<file path="src/rtl/polar_pkg.sv">
// rtl/polar_pkg.sv - shared polar decoder phase codes, frame geometry and phase enum
package polar_pkg;

    localparam int POLAR_CODE_LENGTH         = 1024;
    localparam int POLAR_INNER_COUNTER_WIDTH = 11;
    localparam int POLAR_STATE_WIDTH         = 10;

    // One-hot phase codes shared by the loader, the SC core and the output controller
    localparam logic [POLAR_STATE_WIDTH-1:0] POLAR_IDLE_STATE        = 10'd1;
    localparam logic [POLAR_STATE_WIDTH-1:0] POLAR_INPUT_STATE       = 10'd2;
    localparam logic [POLAR_STATE_WIDTH-1:0] POLAR_DECODE_STATE      = 10'd4;
    localparam logic [POLAR_STATE_WIDTH-1:0] POLAR_OUTPUT_WAIT_STATE = 10'd256;
    localparam logic [POLAR_STATE_WIDTH-1:0] POLAR_OUTPUT_STATE      = 10'd512;

    // Compact mirror of the one-hot bus; PHASE_ILLEGAL covers every non-legal bus value
    typedef enum logic [2:0] {
        PHASE_IDLE,
        PHASE_INPUT,
        PHASE_DECODE,
        PHASE_OUTPUT_WAIT,
        PHASE_OUTPUT,
        PHASE_ILLEGAL
    } frame_phase_t;

endpackage

</file>
<file path="src/rtl/handshake_beat_counter.sv">
// rtl/handshake_beat_counter.sv - stream beat counter with clear, enable and terminal flag
module handshake_beat_counter
    import polar_pkg::*;
#(
    parameter int WIDTH    = POLAR_INNER_COUNTER_WIDTH,
    parameter int TERMINAL = POLAR_CODE_LENGTH - 1
) (
    input  logic             clk,
    input  logic             reset,
    input  logic             clear,
    input  logic             enable,
    output logic [WIDTH-1:0] count,
    output logic             terminal
);

    // Clear wins over enable so a closing beat leaves the counter at zero
    always_ff @(posedge clk) begin
        if (reset || clear) begin
            count <= '0;
        end else if (enable) begin
            count <= count + WIDTH'(1);
        end
    end

    assign terminal = (count == WIDTH'(TERMINAL));

endmodule

</file>
<file path="src/rtl/polar_frame_sequencer.sv">
// rtl/polar_frame_sequencer.sv - one-hot frame phase scheduler for the polar decoder
module polar_frame_sequencer
    import polar_pkg::*;
#(
    parameter int                              CODE_LENGTH         = POLAR_CODE_LENGTH,
    parameter int                              STATE_WIDTH         = POLAR_STATE_WIDTH,
    parameter logic [STATE_WIDTH-1:0]          IDLE_STATE          = POLAR_IDLE_STATE,
    parameter logic [STATE_WIDTH-1:0]          INPUT_STATE         = POLAR_INPUT_STATE,
    parameter logic [STATE_WIDTH-1:0]          DECODE_STATE        = POLAR_DECODE_STATE,
    parameter logic [STATE_WIDTH-1:0]          OUTPUT_WAIT_STATE   = POLAR_OUTPUT_WAIT_STATE,
    parameter logic [STATE_WIDTH-1:0]          OUTPUT_STATE        = POLAR_OUTPUT_STATE,
    parameter int                              INNER_COUNTER_WIDTH = POLAR_INNER_COUNTER_WIDTH,
    parameter int                              OUTPUT_WAIT_CYCLES  = 4,
    parameter int                              FRAME_COUNT_WIDTH   = 16
) (
    input  logic                         clk,
    input  logic                         reset,
    input  logic                         start,
    input  logic                         saxis_tvalid,
    input  logic                         saxis_tlast,
    output logic                         saxis_tready,
    output logic                         decode_start,
    input  logic                         decode_done,
    input  logic                         maxis_tvalid,
    input  logic                         maxis_tready,
    input  logic                         maxis_tlast,
    output logic [STATE_WIDTH-1:0]       state,
    output logic                         frame_error,
    output logic [FRAME_COUNT_WIDTH-1:0] frames_done
);

    localparam int WAIT_WIDTH = 4;
    localparam logic [INNER_COUNTER_WIDTH-1:0] LAST_BEAT = INNER_COUNTER_WIDTH'(CODE_LENGTH - 1);

    logic [STATE_WIDTH-1:0]         state_r;
    logic [STATE_WIDTH-1:0]         state_next;
    frame_phase_t                   phase;
    logic [INNER_COUNTER_WIDTH-1:0] in_count;
    logic                           in_terminal;
    logic [INNER_COUNTER_WIDTH-1:0] out_beats_unused;
    logic                           out_terminal;
    logic                           in_hs;
    logic                           in_last_hs;
    logic                           out_hs;
    logic                           out_frame_end;
    logic [WAIT_WIDTH-1:0]          wait_count;
    logic                           wait_done;

    assign state        = state_r;
    assign saxis_tready = (state_r == INPUT_STATE);

    assign in_hs         = saxis_tvalid & saxis_tready;
    assign in_last_hs    = in_hs & in_terminal;
    assign out_hs        = (phase == PHASE_OUTPUT) & maxis_tvalid & maxis_tready;
    assign out_frame_end = out_hs & (maxis_tlast | out_terminal);
    assign wait_done     = (wait_count == WAIT_WIDTH'(OUTPUT_WAIT_CYCLES - 1));

    // Map the one-hot bus onto the phase enum; anything not exactly one legal code is illegal
    always_comb begin
        phase = PHASE_ILLEGAL;
        if (state_r == IDLE_STATE) begin
            phase = PHASE_IDLE;
        end else if (state_r == INPUT_STATE) begin
            phase = PHASE_INPUT;
        end else if (state_r == DECODE_STATE) begin
            phase = PHASE_DECODE;
        end else if (state_r == OUTPUT_WAIT_STATE) begin
            phase = PHASE_OUTPUT_WAIT;
        end else if (state_r == OUTPUT_STATE) begin
            phase = PHASE_OUTPUT;
        end
    end

    // Input beats: counts accepted LLR beats, cleared outside INPUT and on the closing beat
    handshake_beat_counter #(
        .WIDTH    (INNER_COUNTER_WIDTH),
        .TERMINAL (CODE_LENGTH - 1)
    ) u_in_counter (
        .clk      (clk),
        .reset    (reset),
        .clear    ((phase != PHASE_INPUT) | in_last_hs),
        .enable   (in_hs),
        .count    (in_count),
        .terminal (in_terminal)
    );

    // Output beats: counts downstream handshakes so a missing tlast still closes the frame
    handshake_beat_counter #(
        .WIDTH    (INNER_COUNTER_WIDTH),
        .TERMINAL (CODE_LENGTH - 1)
    ) u_out_counter (
        .clk      (clk),
        .reset    (reset),
        .clear    ((phase != PHASE_OUTPUT) | out_frame_end),
        .enable   (out_hs),
        .count    (out_beats_unused),
        .terminal (out_terminal)
    );

    // Phase register
    always_ff @(posedge clk) begin
        if (reset) begin
            state_r <= IDLE_STATE;
        end else begin
            state_r <= state_next;
        end
    end

    // Phase transitions; start at the end of OUTPUT chains straight into the next capture
    always_comb begin
        state_next = state_r;
        unique case (phase)
            PHASE_IDLE: begin
                if (start) begin
                    state_next = INPUT_STATE;
                end
            end
            PHASE_INPUT: begin
                if (in_last_hs) begin
                    state_next = DECODE_STATE;
                end
            end
            PHASE_DECODE: begin
                if (decode_done) begin
                    state_next = OUTPUT_WAIT_STATE;
                end
            end
            PHASE_OUTPUT_WAIT: begin
                if (wait_done) begin
                    state_next = OUTPUT_STATE;
                end
            end
            PHASE_OUTPUT: begin
                if (out_frame_end) begin
                    state_next = start ? INPUT_STATE : IDLE_STATE;
                end
            end
            default: begin
                state_next = IDLE_STATE;
            end
        endcase
    end

    // Settle counter for OUTPUT_WAIT; zero on entry and again as the phase is left
    always_ff @(posedge clk) begin
        if (reset || (phase != PHASE_OUTPUT_WAIT) || wait_done) begin
            wait_count <= '0;
        end else begin
            wait_count <= wait_count + WAIT_WIDTH'(1);
        end
    end

    // Single decode kick, high in the first DECODE cycle only
    always_ff @(posedge clk) begin
        if (reset) begin
            decode_start <= 1'b0;
        end else begin
            decode_start <= (phase == PHASE_INPUT) & in_last_hs;
        end
    end

    // Sticky framing error: tlast must coincide exactly with the final input beat
    always_ff @(posedge clk) begin
        if (reset) begin
            frame_error <= 1'b0;
        end else if (in_hs && (saxis_tlast != (in_count == LAST_BEAT))) begin
            frame_error <= 1'b1;
        end
    end

    // Completed-frame counter, wraps naturally at its width
    always_ff @(posedge clk) begin
        if (reset) begin
            frames_done <= '0;
        end else if (out_frame_end) begin
            frames_done <= frames_done + FRAME_COUNT_WIDTH'(1);
        end
    end

endmodule

</file>
<file path="config.mk">
export PLATFORM = sky130hd
export DESIGN_NAME = polar_frame_sequencer
export DESIGN_NICKNAME = d
export VERILOG_FILES = /design/src/rtl/polar_pkg.sv /design/src/rtl/handshake_beat_counter.sv /design/src/rtl/polar_frame_sequencer.sv
export SDC_FILE = /design/constraint.sdc
export NUM_CORES = 1
export LEC_CHECK = 0
export CAP_MARGIN = 20
export CORE_UTILIZATION = 35
export DETAILED_ROUTE_END_ITERATION = 7
export GPL_TIMING_DRIVEN = 1
export PLACE_DENSITY = 0.63
export SLEW_MARGIN = 20
export SYNTH_ARGS = -nofsm -noshare
export SYNTH_HDL_FRONTEND = slang
export SYNTH_HIERARCHICAL = 1
export SYNTH_SLANG_ARGS = --single-unit
</file>
<file path="constraint.sdc">
create_clock -name clk -period 2.79 [get_ports clk]
set_input_delay 0.4185 -clock clk [delete_from_list [all_inputs] [get_ports clk]]
set_output_delay 0.4185 -clock clk [all_outputs]
set_load 0.02 [all_outputs]
</file>
-- Yosys cells after proc, flatten, opt, wreduce, memory -nomap -nowiden
Index checks and enable logic that the tools add are counted.
- bits in registers: 54
- bits of input ports: 9
- output and inout port bits: 29
- logic and storage cells: 60
- $add $sub $neg: 4
- equal/unequal tests: 21
- muxes and demuxes: 12
- bitwise logic cells: 9
- reduce and logical (&&, ||, !) cells: 7
- operator list (operator ; number):
    10-bit 2-to-1 mux ; 5
    10-bit one-hot mux with 5 select lines ; 1
    11-bit by 1-bit adder with 11-bit output, second input constant ; 2
    11-bit by 10-bit equality test with 1-bit output, second input constant ; 2
    16-bit by 1-bit adder with 16-bit output, second input constant ; 1
    3-bit 2-to-1 mux ; 4
    10-bit by 1-bit equality test with 1-bit output, second input constant ; 1
    10-bit equality test, second input constant ; 1
    10-bit by 2-bit equality test with 1-bit output, second input constant ; 1
    10-bit by 3-bit equality test with 1-bit output, second input constant ; 1
    10-bit by 9-bit equality test with 1-bit output, second input constant ; 1
    2-bit != test, second input constant ; 5
    1-bit AND ; 6
    3-bit by 2-bit equality test with 1-bit output, second input constant ; 2
    5-bit AND reduction ; 1
    4-bit by 1-bit adder with 4-bit output, second input constant ; 1
    4-bit by 2-bit equality test with 1-bit output, second input constant ; 1
    1-bit logical OR ; 4
    3-bit by 1-bit equality test with 1-bit output, second input constant ; 1
    3-bit equality test, second input constant ; 1
    3-bit zero test ; 1
    3-bit by 1-bit != test with 1-bit output, second input constant ; 1
    3-bit by 2-bit != test with 1-bit output, second input constant ; 1
    3-bit != test, second input constant ; 1
    5 further kinds ; 7

-- Logic depth before layout (Yosys ltp)
- depth in word-level cells: 12
- mapped depth: 8
- gate-level depth less buffers: 8

-- Hierarchy
Netlist, hierarchy kept.
- modules (own cells, without submodules) (module ; instances ; cells each ; area each (sq um) ; sequential area each (sq um)):
    polar_frame_sequencer ; 1 ; 163 ; 1360.1 ; 540.5
    handshake_beat_counter ; 2 ; 58 ; 504.2 ; 220.2

-- Worst setup path before layout
Ideal clock, no wire load.
- path kind: reg2reg
- start point: register u_out_counter.count[0]
- end point: register frames_done[14]
- library setup time: 0.071 ns
- arrival time: 2.180 ns
- data required time: 2.719 ns
- setup slack: 0.540 ns
- stages on the path, launching flop included: 9
- path buffers: 1
- clock period less this slack: 2.250 ns
- cell sequence: dfxtp_1 ha_1 inv_1 nor4_1 o211ai_1 or4_4 buf_6 or4_1 a21oi_1
- cells in the longest elaborated chain, start to end: 3
- ends and longest elaborated chain (what ; line ; source):
    from (decl) ; handshake_beat_counter.sv:12 ; output logic [WIDTH-1:0] count,
    from (signal assigned) ; handshake_beat_counter.sv:21 ; count <= count + WIDTH'(1);
    11-bit by 10-bit equality test with 1-bit output ; handshake_beat_counter.sv:25 ; assign terminal = (count == WIDTH'(TERMINAL));
    named net out_terminal ; polar_frame_sequencer.sv:41 ; logic out_terminal;
    1-bit OR ; polar_frame_sequencer.sv:55 ; assign out_frame_end = out_hs & (maxis_tlast | out_terminal);
    1-bit AND ; polar_frame_sequencer.sv:55 ;
    to (signal assigned) ; polar_frame_sequencer.sv:176 ; frames_done <= frames_done + FRAME_COUNT_WIDTH'(1);
    to (decl) ; polar_frame_sequencer.sv:29 ; output logic [FRAME_COUNT_WIDTH-1:0] frames_done
The timed path passes the listed nets, and every way through them passes these cells.
A chain may end at the register's enable or synchronous reset.

-- Worst setup path after layout
- start point: register u_out_counter.count[1]
- end point: register frames_done[15]
The elaborated chain is that of the path after synthesis.

==> metrics.md <==
| Metric | Value |
|---|---|
| Status | `complete, but fails checks` |
| Violations in the final reports | `design-rule violations` |
| Number of synthesized register bits | `49` |
| Area share of the leading cell type in the synthesized netlist | `41.4%` |
| Buffer type at the clock tree root | `sky130_fd_sc_hd__clkbuf_8` |
| Area of the mapped netlist | `2370 sq um` |
| Number of global-route vias before repair | `1,898` |
| Pint | `0.939 mW` |
| Worst-margin pin slew | `491 ps` |
| Max stage delay on crit path | `610 ps` |
| Cell type with the highest aggregate area in the netlist | `sky130_fd_sc_hd__dfxtp_1` |
| HP Class | `reg2reg` |
| First drt pass iteration count | `6` |
| Starting density of the core | `36.7%` |
| Routed wire length per instance | `12.5 microns` |
| Routed via count | `2,085` |
| Worst Skew | `10.5 ps` |
| Final antenna-violating net count | `0` |
| Synth-to-Final Area Change | `19.4%` |
| Full die area | `7100 sq um` |
| Maximum fanout encountered on the critical timing path | `12` |
| Final count of negative-setup-slack endpoints | `0` |
| Number of DRC markers in iteration 0 | `104` |
| Synth cell types | `47` |
| Arrival time at the worst endpoint | `2730 ps` |
| Number of clock buffers inserted by TritonCTS | `5` |
| Number of buffers between clock root and the deepest sink | `2` |
| DR vias/cell | `5.39` |
| Placed wire-length estimate after detailed placement | `3.48 mm` |
| Final Instance Area | `2830 sq um` |
| Wire length of the first global-routing pass | `8.35 mm` |
| Average instance area after synthesis | `8.49 sq um` |
| Async set-or-reset flop fraction in the synthesized netlist | `0%` |
| Max-capacitance violation count | `0` |
| Final critical path time including I/O delays and setup | `2490 ps` |
| IO Pins | `38` |
| Number of setup buffers added after CTS | `0` |
| Routed Wire Length | `4.84 mm` |
| Multi-input gate area in the final layout | `1270 sq um` |
| Floorplan die width | `84.3 microns` |
| Worst-path clk slew | `90 ps` |
| Share of post-route cells with drive strength above 1 | `7.10%` |
| Slowest cell on the critical path | `sky130_fd_sc_hd__or4_4` |
| Core Box Area | `6460 sq um` |
| Kind of cell adding the most delay to the critical path | `simple AND/OR/NAND/NOR gates` |
| Total congestion overflow after global routing | `0` |
| Top post-synthesis cells by area | `sky130_fd_sc_hd__dfxtp_1, sky130_fd_sc_hd__a21oi_1, sky130_fd_sc_hd__nor2_1, sky130_fd_sc_hd__or3_1, sky130_fd_sc_hd__o21ai_0` |
| Pwr dens | `433 nW/um^2` |
| Register area share after synthesis | `41.4%` |
| Synthesis warning total | `6` |
| Insertion delay to the later sink of the worst-skew pair | `300 ps` |
| Port Buffer Count | `32` |
| Leakage power | `0.856 nW` |
| Flop pwr share | `57.9%` |
| Max Freq | `402 MHz` |
| CTS tree | `yes` |
| Fill count | `656` |
| Buffers & Inverters on Critical Path | `1` |
| Maximum number of pins on one net before global-route repair | `19` |
| Final Hold Violating Endpoints | `0` |
| Total routing usage reported by global routing | `14.3%` |
| Number of rows in the core area | `29` |
| DRC violation count after routing | `9` |
| Layout net count | `322` |
| Crit end category | `flop` |
| RD Place Congestion | `0.807` |
| Critical path type | `reg2reg` |
| Cell area reported after detailed placement | `2730 sq um` |
| Max-Slew Margin vs Limit | `66.9%` |
| Total of hold buffers inserted after clock tree synthesis | `0` |
| Number of antenna cells inserted | `0` |
| Count of flip-flops with a built-in enable after synthesis | `0` |
| # clock sinks | `49` |
| Chain of cells forming the critical path | `ha_1 -> inv_1 -> nor4_1 -> o211ai_1 -> or4_4 -> or4_1 -> a21oi_1` |
| RSZ-0062 raised after global routing | `false` |
| Post-route clock period utilization | `89.1%` |
| Logic gate share of total power | `6.3%` |
| Most frequently used flop master after synthesis | `sky130_fd_sc_hd__dfxtp_1` |
| Sequential Area | `981 sq um` |
| Syn Inst Count | `279` |
| Vertical die dimension | `84.3 microns` |
| WP data required | `3030 ps` |
| Clk pwr share | `35.7%` |
| Worst-case vdd ir drop | `0.000210 V` |
| Setup_tns | `0 ps` |
| Level count of the clock H-tree | `2` |
| Switching power total | `0.286 mW` |
| Antenna violations before repair | `0` |
| Startpoint type of the worst setup path | `flop` |
| Max Transition Viols Final | `0` |
| Switching portion of total power | `23.4%` |
==> cell usage after synthesis (all sizes together), types with 2 or more instances <==
library cell  count
a211oi            2
a21oi            25
a31oi             2
and4              2
buf               8
clkbuf            7
dfxtp            49
ha                4
inv              14
mux2              2
mux2i             3
nand2            12
nand2b            4
nand3            12
nand3b            2
nand4            12
nor2             25
nor2b             3
nor3              3
nor4              7
o21ai            16
o31ai             9
or2               3
or3              15
or4              11
xnor2             8
xor2              5
==> power by group through the flow <==
stage / logic (mW) / clock network, mW / registers (mW)
after global placement: 0.0776 / 0 / 0.726
after global routing: 0.0856 / 0.482 / 0.711
after detailed placement: 0.0780 / 0 / 0.726
after floorplan: 0.0476 / 0 / 0.730
final: 0.0777 / 0.438 / 0.710
after CTS: 0.0781 / 0.457 / 0.710
==> cell type report <==
class / count / area share, %
multi-input cells: 205 / 44.8
flip-flops and latches: 49 / 34.7
repair buffers: 34 / 11.9
well taps: 77 / 3.41
clock buffers: 6 / 2.92
inverters: 14 / 1.86
clock inverters: 2 / 0.487
==> layout by cell type (no fill, tap or decap), drive strengths merged, types with 6 or more instances in the layout <==
cell,instances
o31ai,9
nand3,12
o21ai,16
nand4,12
xnor2,8
nand2,12
clkdlybuf4s50,32
inv,14
dfxtp,49
or4,11
clkbuf,6
nor2,25
or3,15
nor4,7
a21oi,25
==> stage by stage <==
stage / cells / hold slack [ps] / power (mW) / util, % / setup WS [ps]
final: 387 / 456 / 1.23 / 43.8 / 305
after global routing: 387 / 502 / 1.28 / 43.8 / 117
after CTS: 387 / 457 / 1.24 / 43.7 / 163
after detailed placement: 379 / 442 / 0.804 / 42.2 / 195
after global placement: 379 / 431 / 0.804 / 42.2 / 271
after floorplan: 283 / 418 / 0.777 / - / 540
==> state kept, by name (all words and copies together) (netlist names) <==
name and count:
frame_error 1, decode_start 1, state 5, frames_done 16, u_in_counter/count 11, wait_count 4
u_out_counter/count 11
==> cell families after synthesis <==
kind of cell / share of synthesized area [%]
other: 0.158
muxes: 2.22
DFF: 41.4
AOI/OAI and AO/OA: 14.8
and+or+nand+nor: 28.6
buffers and inverters: 5.92
adders and majority gates: 2.11
xor gates and xnor gates: 4.81
==> routing by layer <==
| metal | up-vias | GRT usage [%] | part of all wire, % |
|---|---|---|---|
| met5 | - | 0 | 0 |
| met4 | 0 | 6.11 | 1.3 |
| met3 | 5 | 2.65 | 4.6 |
| met2 | 46 | 24.1 | 46 |
| met1 | 969 | 18.0 | 48 |
| li1 | 1065 | - | - |
==> path summary, 6_finish.rpt <==
kind / endpoint / start / slack, ps / depth (start not counted)
setup / recovery: frames_done[15] / u_out_counter/count[1] / 300 / 7
hold / removal: frame_error / frame_error / 460 / 2
setup reg to reg: frames_done[15] / u_out_counter/count[1] / 300 / 7
hold reg to reg: frame_error / frame_error / 460 / 2
==> worst min-delay path, delay by kind of cell, from the launching register on <==
kind / cells / cell delay (ps)
flip-flops: 1 / 320
buffers and inverters: 1 / 50
AO/OA/AOI/OAI: 1 / 50
==> timing repair <==
item	in CTS	in global routing
setup endpoints to repair	0	1
endpoints found under the hold margin	0	0
gates resized for setup	0	1
(Power assumes the default switching activity.)
